`src/rtl/fetch_unit.sv`:
```
// Instruction fetch stage: PC register, single-entry decode buffer, BOOT/RUN/HALT control.
// Optional halt-word detection is compiled in with `define FETCH_HALT_DETECT_EN.
module fetch_unit #(
  parameter logic [7:0] RESET_PC = 8'h00
) (
  input  logic        clk,
  input  logic        rst,
  output logic [7:0]  pc_out,
  input  logic [15:0] inst_in,
  input  logic        redirect_valid,
  input  logic [7:0]  redirect_pc,
  input  logic        id_ready,
  output logic        id_valid,
  output logic [15:0] id_inst,
  output logic [7:0]  id_pc,
  output logic [7:0]  id_pc_plus1,
  output logic        halted
);

  localparam int unsigned PC_W   = 8;
  localparam int unsigned INST_W = 16;

  typedef enum logic [1:0] {
    BOOT = 2'd0,
    RUN  = 2'd1,
    HALT = 2'd2
  } state_e;

  state_e              state_q, state_d;
  logic [PC_W-1:0]     pc_q, pc_d;
  logic                id_valid_q, id_valid_d;
  logic [INST_W-1:0]   id_inst_q, id_inst_d;
  logic [PC_W-1:0]     id_pc_q, id_pc_d;
  logic [PC_W-1:0]     id_pc_plus1_q, id_pc_plus1_d;
  logic [PC_W-1:0]     pc_plus1;
  logic                slot_free;
  logic                capture;
`ifdef FETCH_HALT_DETECT_EN
  logic                halted_q, halted_d;
`endif

  assign pc_plus1  = pc_q + PC_W'(1);
  // The buffer can take a new word when empty or when decode drains it this edge.
  assign slot_free = !id_valid_q || id_ready;

  always_comb begin
    state_d       = state_q;
    pc_d          = pc_q;
    id_valid_d    = id_valid_q;
    id_inst_d     = id_inst_q;
    id_pc_d       = id_pc_q;
    id_pc_plus1_d = id_pc_plus1_q;
    capture       = 1'b0;
`ifdef FETCH_HALT_DETECT_EN
    halted_d      = halted_q;
`endif

    case (state_q)
      BOOT: begin
        state_d = RUN;
        if (redirect_valid) begin
          pc_d       = redirect_pc;
          id_valid_d = 1'b0;
        end
      end
      RUN: begin
        if (redirect_valid) begin
          pc_d       = redirect_pc;
          id_valid_d = 1'b0;
        end else if (slot_free) begin
`ifdef FETCH_HALT_DETECT_EN
          // An all-zero word stops fetch without being handed to decode.
          if (inst_in == INST_W'(0)) begin
            id_valid_d = 1'b0;
            state_d    = HALT;
            halted_d   = 1'b1;
          end else begin
            capture = 1'b1;
          end
`else
          capture = 1'b1;
`endif
        end
      end
      HALT: begin
        state_d = HALT;
      end
      default: begin
        state_d = BOOT;
      end
    endcase

    if (capture) begin
      id_valid_d    = 1'b1;
      id_inst_d     = inst_in;
      id_pc_d       = pc_q;
      id_pc_plus1_d = pc_plus1;
      pc_d          = pc_plus1;
    end
  end

  always_ff @(posedge clk or posedge rst) begin
    if (rst) begin
      state_q       <= BOOT;
      pc_q          <= RESET_PC;
      id_valid_q    <= 1'b0;
      id_inst_q     <= INST_W'(0);
      id_pc_q       <= PC_W'(0);
      id_pc_plus1_q <= PC_W'(0);
`ifdef FETCH_HALT_DETECT_EN
      halted_q      <= 1'b0;
`endif
    end else begin
      state_q       <= state_d;
      pc_q          <= pc_d;
      id_valid_q    <= id_valid_d;
      id_inst_q     <= id_inst_d;
      id_pc_q       <= id_pc_d;
      id_pc_plus1_q <= id_pc_plus1_d;
`ifdef FETCH_HALT_DETECT_EN
      halted_q      <= halted_d;
`endif
    end
  end

  assign pc_out      = pc_q;
  assign id_valid    = id_valid_q;
  assign id_inst     = id_inst_q;
  assign id_pc       = id_pc_q;
  assign id_pc_plus1 = id_pc_plus1_q;
`ifdef FETCH_HALT_DETECT_EN
  assign halted      = halted_q;
`else
  assign halted      = 1'b0;
`endif

endmodule

```
`config.mk`:
```
export PLATFORM = sky130hd
export DESIGN_NAME = fetch_unit
export DESIGN_NICKNAME = d
export VERILOG_FILES = /design/src/rtl/fetch_unit.sv
export SDC_FILE = /design/constraint.sdc
export NUM_CORES = 1
export LEC_CHECK = 0
export CAP_MARGIN = 15
export CORE_MARGIN = 3
export CORE_UTILIZATION = 35
export DETAILED_ROUTE_END_ITERATION = 10
export PLACE_DENSITY = 0.66
export SLEW_MARGIN = 20
export SYNTH_ARGS = -nofsm -noshare
export SYNTH_HDL_FRONTEND = slang
export SYNTH_SLANG_ARGS = --single-unit
```
`constraint.sdc`:
```
create_clock -name clk -period 3.15 [get_ports clk]
set_input_delay 0.4725 -clock clk [delete_from_list [all_inputs] [get_ports clk]]
set_output_delay 0.4725 -clock clk [all_outputs]
set_load 0.01 [all_outputs]
```
==> summary.txt <==
Synth
  – Seq/Total Area, Yosys: 57.0%
  – Syn Nets: 187
  – Synthesized netlist cell count: 158
  – Area contributors post-synth: dfrtp_1, mux2_2, o21ai_0
  – Avg Inst Size Synth: 11.9 um^2
  – Most common cell in the netlist: dfrtp_1
  – Synthesized cell area: 0.00189 mm^2
  – Ys async rst share: 100%
  – Top cells by count, synth: dfrtp_1, mux2_2, nand2_1
  – Cell taking the most area after synthesis: dfrtp_1
  – Ys Warns: 0
  – Share of the synthesized area in the top cell type: 57.0%
  – #FFs+latches synth: 43
  – Unique masters post-synth: 41
  – Top FF cell, synth: dfrtp_1
  – Number of synthesized flops with an enable pin: 0

Job
  – Max_cap viols: 0

Floorplanning
  – DIE HEIGHT: 79.4 um
  – Core ar.: 0.00517 mm^2
  – # rows: 26
  – Die Wd: 79.4 um
  – Io pins: 70
  – Initial Utilization: 36.5%
  – DIE AREA: 0.00631 mm^2

Route
  – Drt pass-1 iters: 4
  – DR WL/cell: 14.5 um
  – Metal2 WL: 2.01 mm
  – M1 WL: 1.93 mm
  – Drt total wl: 4.27 mm
  – Final antenna-violating net count: 0
  – Number of DRC markers in iteration 0: 110
  – WL met3: 278 um
  – Vias: 1424
  – Max layer used: met4
  – DRC errors left: 0
  – Vias per cell: 4.84

STA
  – RSZ-0062 raised after global routing: false
  – Minimum clock period: 1.94 ns
  – Slew of the pin with the lowest slew margin: 0.858 ns
  – Max-slew violation count: 0
  – Setup TNS: 0 ns
  – Setup violators final: 0
  – Fmax: 0.516 GHz
  – Final Hold Vio Count: 0
  – Final period utilization: 61.5%
  – Slew margin rel.: 42.7%
  – Worst Skew: 0.00771 ns

Placement
  – Placed Area: 0.00262 mm^2
  – # port buffers: 68
  – Gpl congestion: 0.816
  – Dpl cells: 286
  – Detailed placer's ending HPWL: 3.05 mm

Pwr
  – Pleak: 0.00112 uW
  – Worst VDD drop: 0.227 mV
  – Power per cell area: 550 mW/mm^2

Clock network
  – Total CTS buffers: 5
  – Hold-fix buffers, CTS: 0
  – CTS tree: done
  – Clock Latency Late Sink: 0.30 ns
  – Sink Count: 43
  – CTS max path bufs: 2
  – Setup Fix Bufs, Post-CTS: 0
  – Clk root buf: clkbuf_8
  – Clock transition at the registers of the reported paths: 0.08 ns
  – H-tree depth: 2
  – Post-CTS Resized: 0

Critical path
  – Crit. End Element: flop
  – Crit Path Max Fanout: 30
  – Startpoint Class: input port
  – Critical setup path kind: input port to flop
  – Worst EP arrival: 2.12 ns
  – Data required time at the worst endpoint: 3.33 ns

Final layout
  – N_diodes: 0
  – Synth-to-layout area growth: 45.1%
  – Fin area: 0.00274 mm^2
  – Nets@finish: 252
  – Layout cells sized above 1: 15.2%
  – Layout Cells excl Fill: 294

Global routing
  – Largest net degree at the start of global routing: 44
  – Total track usage: 14.6%
  – Initial antenna violation count: 0
  – Vias in the first global route: 1404
  – Gr ovfl total: 0
  – Global-route wire length before repair: 7.16 mm

Hold path
  – Worst hold path class: flop to flop

Run status
  – Status: finished clean
cell usage in the layout, fill, tap and decap left out, types with 2 or more instances in the layout:
| cell type | count |
|---|---|
| a31oi_1 | 2 |
| clkdlybuf4s50_1 | 68 |
| nor2b_1 | 2 |
| clkbuf_8 | 6 |
| nand2_1 | 12 |
| mux2_1 | 3 |
| a21oi_1 | 3 |
| a22oi_1 | 2 |
| nor2_1 | 7 |
| a32oi_1 | 2 |
| mux2_2 | 21 |
| xor2_1 | 4 |
| nand3_1 | 4 |
| dfrtp_1 | 43 |
| xnor2_1 | 2 |
| o21ai_0 | 11 |
| o22ai_1 | 2 |
| and2_1 | 2 |
| inv_1 | 2 |
| a311oi_1 | 2 |
cell type report:
cell class	instances	area (um^2)
Tap cell	70	87.6
Inverter	4	15.0
Sequential cell	43	1080
Timing Repair Buffer	70	708
Multi-Input combinational cell	99	736
Clock inverter	2	35.0
Fill cell	474	2430
Clock buffer	6	82.6
cells by family (layout without fill, tap and decap cells):
| logic type | after synthesis | count (layout) | share of synthesized area, % |
|---|---|---|---|
| xor gates and xnor gates | 6 | 6 | 2.78 |
| muxes | 24 | 24 | 14.3 |
| other | 1 | 1 | 0.199 |
| AOI/OAI and AO/OA | 30 | 30 | 10.3 |
| and+or+nand+nor | 37 | 37 | 10.5 |
| DFF | 43 | 43 | 57.0 |
| buffers and inverters | 16 | 82 | 4.31 |
| adders and majority gates | 1 | 1 | 0.663 |
report_power, final:
group	total, uW	leakage, uW	switching, uW	internal (uW)
registers	689	0.000507	59.2	630
clock network	439	0.0000612	183	256
logic	379	0.000550	145	233
per-stage QoR:
stage	hold slack, ns	utilization (%)	total power (uW)	setup slack, ns
after floorplan	0.516	-	860	1.63
after global placement	0.465	50.7	1080	0.943
after detailed placement	0.470	50.7	1090	0.900
after CTS	0.486	53.0	1530	1.21
after global routing	0.515	53.0	1590	1.08
final	0.481	53.0	1510	1.21
state kept, by name (all words and copies together), names as in the netlist:
register     flops
pc_out           8
id_valid         1
state_q          2
id_pc_plus1      8
id_pc            8
id_inst         16
path summary, 6_finish.rpt:
path,start,endpoint,slack (ns),cells past startpoint
max,redirect_valid,id_inst[12]$_DFFE_PP0P_,1.21,6
min,id_pc_plus1[4]$_DFFE_PP0P_,id_pc_plus1[4]$_DFFE_PP0P_,0.48,2
max reg2reg,state_q[1]$_DFFE_PP0P_,id_inst[12]$_DFFE_PP0P_,1.40,4
min reg2reg,id_pc_plus1[4]$_DFFE_PP0P_,id_pc_plus1[4]$_DFFE_PP0P_,0.48,2
max in group asynchronous,rst,id_pc[1]$_DFFE_PP0P_,1.92,2
min in group asynchronous,rst,id_inst[1]$_DFFE_PP0P_,0.68,2
worst max-delay path, stage by stage:
cell and delay [ns]:
clkdlybuf4s50_1 0.39, buf_4 0.18, nor2_1 0.19, nand3_2 0.27, buf_12 0.27, mux2_1 0.32
metal layers:
metal  track usage, %  vias up
met5                0        -
met4             4.64        0
met3             4.51        4
met2             21.5       54
met1             20.6      675
li1                 -      691
Note: power is estimated with default switching activity, not from simulation.
